### src/rtl/led_sequencer.sv
// LED pattern sequencer: rotate-right, rotate-left, bounce and binary count,
// stepped by a speed-scaled prescaler or by single-step requests while paused.
module led_sequencer #(
  parameter int N_LED    = 4,
  parameter int TICK_DIV = 50_000_000
) (
  input  logic             clk,
  input  logic             rst_n,
  input  logic             en,
  input  logic [1:0]       mode,
  input  logic [1:0]       speed,
  input  logic             step,
  output logic [N_LED-1:0] led,
  output logic             tick,
  output logic             dir
);

  localparam int CW = $clog2(TICK_DIV);
  localparam int PW = $clog2(N_LED);

  localparam logic [1:0] MODE_ROT_R  = 2'd0;
  localparam logic [1:0] MODE_ROT_L  = 2'd1;
  localparam logic [1:0] MODE_BOUNCE = 2'd2;
  localparam logic [1:0] MODE_COUNT  = 2'd3;

  localparam logic [PW-1:0] POS_MAX = PW'(N_LED - 1);

  logic [CW-1:0]    cnt;
  logic [1:0]       mode_q;
  logic [PW-1:0]    pos;
  logic             step_q;

  logic [31:0]      period_m1;
  logic             terminal;
  logic             step_rise;
  logic             advance;
  logic             mode_chg;
  logic [N_LED-1:0] led_init;
  logic [N_LED-1:0] led_nxt;
  logic [PW-1:0]    pos_nxt;
  logic             dir_nxt;

  // Compare with >= so that raising speed mid-count wraps on the next cycle.
  assign period_m1 = (32'(TICK_DIV) >> speed) - 32'd1;
  assign terminal  = en && (32'(cnt) >= period_m1);
  assign step_rise = !en && step && !step_q;
  assign advance   = terminal || step_rise;
  assign mode_chg  = (mode != mode_q);
  assign led_init  = (mode == MODE_COUNT) ? '0 : N_LED'(1);

  always_comb begin
    led_nxt = led;
    pos_nxt = pos;
    dir_nxt = dir;
    case (mode_q)
      MODE_ROT_R: led_nxt = {led[0], led[N_LED-1:1]};
      MODE_ROT_L: led_nxt = {led[N_LED-2:0], led[N_LED-1]};
      MODE_BOUNCE: begin
        if (dir) begin
          if (pos == POS_MAX) begin
            pos_nxt = POS_MAX - PW'(1);
            dir_nxt = 1'b0;
          end else begin
            pos_nxt = pos + PW'(1);
          end
        end else begin
          if (pos == '0) begin
            pos_nxt = PW'(1);
            dir_nxt = 1'b1;
          end else begin
            pos_nxt = pos - PW'(1);
          end
        end
        led_nxt          = '0;
        led_nxt[pos_nxt] = 1'b1;
      end
      default: led_nxt = led + N_LED'(1);
    endcase
  end

  // tick is a one-cycle strobe qualifying a freshly stepped led value; there
  // is no back-pressure, so every accepted advance produces exactly one tick.
  always_ff @(posedge clk) begin
    if (!rst_n) begin
      cnt    <= '0;
      mode_q <= MODE_ROT_R;
      led    <= N_LED'(1);
      pos    <= '0;
      dir    <= 1'b1;
      tick   <= 1'b0;
      step_q <= 1'b0;
    end else begin
      step_q <= step;
      tick   <= 1'b0;
      if (mode_chg) begin
        // A mode change discards any advance requested in the same cycle.
        mode_q <= mode;
        cnt    <= '0;
        dir    <= 1'b1;
        pos    <= '0;
        led    <= led_init;
      end else begin
        if (en) begin
          cnt <= terminal ? '0 : cnt + CW'(1);
        end
        if (advance) begin
          tick <= 1'b1;
          led  <= led_nxt;
          pos  <= pos_nxt;
          dir  <= dir_nxt;
        end
      end
    end
  end

endmodule

### config.mk
export PLATFORM = sky130hd
export DESIGN_NAME = led_sequencer
export DESIGN_NICKNAME = d
export VERILOG_FILES = /design/src/rtl/led_sequencer.sv
export SDC_FILE = /design/constraint.sdc
export NUM_CORES = 1
export LEC_CHECK = 0
export BUFFER_PORTS_ARGS = -buffer_cell sky130_fd_sc_hd__buf_4
export CAP_MARGIN = 20
export CORE_MARGIN = 4
export CORE_UTILIZATION = 35
export CTS_BUF_LIST = sky130_fd_sc_hd__clkbuf_8
export DETAILED_ROUTE_END_ITERATION = 10
export SYNTH_ARGS = -nofsm -noshare
export SYNTH_HDL_FRONTEND = slang
export SYNTH_SLANG_ARGS = --single-unit
export TNS_END_PERCENT = 1
### constraint.sdc
create_clock -name clk -period 3.53 [get_ports clk]
set_input_delay 0.353 -clock clk [delete_from_list [all_inputs] [get_ports clk]]
set_output_delay 0.353 -clock clk [all_outputs]
set_load 0.01 [all_outputs]
==> impl_metrics.tcl <==
set metrics [dict create \
    antenna_found_initial 0 \
    whs_ps 289 \
    drc 0 \
    critical-path-max-stage-delay_ps 530 \
    yosys.area.top_type "dfxtp_1" \
    syn2layout_area_growth_pct 11.3 \
    synth-simple-area-share_pct 25.2 \
    worst_slack_ps 771 \
    synth_xor_area_share_pct 11.4 \
    finalClockSkew_ps 6.39 \
    vias_per_cell 5.23 \
    end_kind "flop" \
    yosysUniqueCellTypes 48 \
    cts_sinks 37 \
    clock_latency_ps 290 \
    top_level_ports 14 \
    wl_met3_microns 198 \
    top_layer "met4" \
    critPathBufInv 3 \
    crit_path_max_fanout 10 \
    maxSlewViolCount 0 \
    fin_cells 364 \
    grtUsageTotal_pct 13.3 \
    hold_class "primary input to flop" \
    synth_area_sq_mm 0.00230 \
    diodes 0 \
    synth_mux_area_share_pct 2.28 \
    die_h_microns 89.1 \
    crit_chain "buf_4 > nor2_1 > inv_1 > ha_1 > ha_1 > a21oi_1 > o21ai_0 > o21ai_0 > o211ai_2 > a211oi_2 > buf_4 > mux2i_1 > nor2_1" \
    nFillCells 655 \
    holdBufCountCts 0 \
    drive_gt1_share_pct 11.5 \
    hold_viol_final 0 \
    power_density_mw_per_mm2 310 \
    placed_cells 357 \
    wl_met1_microns 2220 \
    max-slew-margin-rel_pct 59.2 \
    synth_adder_area_share_pct 12.0 \
    fin_setup_tns_ps 0 \
    htreeDepth 2 \
    antenna_left 0 \
    gp_congestion 0.816 \
    grt_pass1_vias 1761 \
    grt_overflow_total 0 \
    cts_tree "yes" \
    status "completed" \
    cts_setup_buffers 0 \
    irDropWorstVdd_mv 0.155 \
    utilization_pct 40.1 \
    grt_pass1_wl_microns 8290 \
    tightest_slew_ps 611 \
    grt_start_max_net_pins 15 \
    period_share_pct 78.2 \
    row_count 29 \
    critPathArrivalTime_ps 2930 \
    port_buffers 13 \
    routed-wl-met2_microns 2170 \
    post-route-min-period_ps 2760 \
    hpwlAfterDp_microns 3610 \
    synth_edf_count 0 \
    critPathSlowestCell "a211oi_2" \
    vias 1904 \
    ys_seq_area_share_pct 32.2 \
    synth.top_cell.area_share_pct 32.2 \
    core_area_sq_mm 0.00639 \
    syn_area_per_cell_sq_um 8.46 \
    startpoint_type "primary input" \
    cts_root_buf "clkbuf_8" \
    leakagePower_uw 0.00102 \
    nNetsFinal 317 \
    path_clk_slew_ps 60 \
    fmax_mhz 362 \
    cts_buffer_depth 2 \
    ys.flop_type "dfxtp_1" \
    cts_buffers 5 \
    async_reset_ff_share_pct 0 \
    drt_wl_total_microns 4670 \
    cp_top_family "compound AO/OA/AOI/OAI gates" \
    dp_slack_ps 434 \
    cap_violations 0 \
    setup-violations-final 0 \
    dieWidth_microns 89.1 \
    drt_iter0_drc 89 \
    die_area_sq_mm 0.00794 \
    syn-instance-count 272 \
    rsz0062_at_grt "false" \
    initial_core_util_pct 36.1 \
    worst_ep_required_time_ps 3700 \
    drt-pass1-iter-count 4 \
    ys_ff_latch 37 \
    yosys_warnings 0 \
    wire_per_inst_microns 12.8 \
    synth_compound_area_share_pct 12.7 \
    path_class "primary input to flop" \
    syn_nets 302 \
    cts-resized-gates 0 \
    synth_area_leaders "dfxtp_1 32%, ha_1 12%, nor2_1 7.0%" \
    synth_top_family_by_area "simple AND/OR/NAND/NOR gates" \
]
layout make-up:
type / count / area (sq um) / share of cell area [%]
Multi-Input combinational cell: 215 / 1470 / 57.4
Clock inverter: 1 / 3.75 / 0.147
Tap cell: 77 / 96.3 / 3.76
Inverter: 11 / 41.3 / 1.61
Clock buffer: 6 / 82.6 / 3.22
Sequential cell: 37 / 741 / 28.9
Timing Repair Buffer: 17 / 128 / 4.98
power breakdown:
group / leakage (uW) / internal (uW) / switching [uW]
Sequential: 0.000299 / 422 / 7.16
Combinational: 0.000673 / 32.7 / 41.6
Clock: 0.0000485 / 152 / 139
Total: 0.00102 / 606 / 187
cell usage after synthesis (all sizes together) (2+ instances only):
master       instances
and2                 4
nand3               16
and4                 2
inv                 11
a31o                 2
clkbuf               3
nand4               11
dlygate4sd1          2
xor2                17
a31oi                3
nand2               21
nand2b               2
a211oi               4
or3                  3
xnor2               12
and3                 5
o211ai               3
nor2b                2
a21oi               12
nor2                43
o21bai               2
buf                  4
conb                 2
dfxtp               37
mux2i                3
nor4                 2
o21ai                9
ha                  22
metal layers:
metal | track usage [%] | up-vias
met3 | 3.41 | 8
met2 | 20.6 | 28
met5 | 0 | -
met4 | 4.87 | 0
met1 | 17.9 | 884
li1 | - | 984
metrics by stage:
| stage | power [uW] | cell area (sq um) |
|---|---|---|
| floorplan | 488 | 2300 |
| global placement | 511 | 2470 |
| detailed placement | 513 | 2470 |
| CTS | 810 | 2560 |
| global route | 838 | 2560 |
| finish | 794 | 2560 |
placed cells by master, fill, tap and decap left out, drive strengths merged, types with 2 or more instances in the layout:
cell	count
a211oi	4
a21oi	12
a31o	2
a31oi	3
and2	4
and3	5
and4	2
buf	17
clkbuf	6
conb	2
dfxtp	37
ha	22
inv	12
mux2i	3
nand2	21
nand2b	2
nand3	16
nand4	11
nor2	43
nor2b	2
nor4	2
o211ai	3
o21ai	9
o21bai	2
or3	3
xnor2	12
xor2	17
cells by family (layout without fill, tap and decap cells):
logic type,Yosys count,in the layout
AND/OR/NAND/NOR,116,116
AO/OA/AOI/OAI,42,42
flip-flops,37,37
XOR/XNOR,29,29
adder cells (fa/ha/maj),22,22
buffers and inverters,20,35
multiplexers,4,4
other,2,2
flip-flops by register name, indices dropped and copies added, names as in the netlist:
signal and flops:
tick 1, dir 1, mode_q 2, cnt 26, led 4, pos 2, step_q 1
path summary, 6_finish.rpt:
path | endpoint | slack [ps] | from | depth (start not counted)
setup / recovery | led[1] | 770 | speed[1] | 13
hold / removal | step_q | 290 | step | 2
setup reg to reg | led[1] | 1100 | cnt[17] | 9
hold reg to reg | led[3] | 500 | led[3] | 2
No activity file was read; power rests on OpenSTA's default activity.
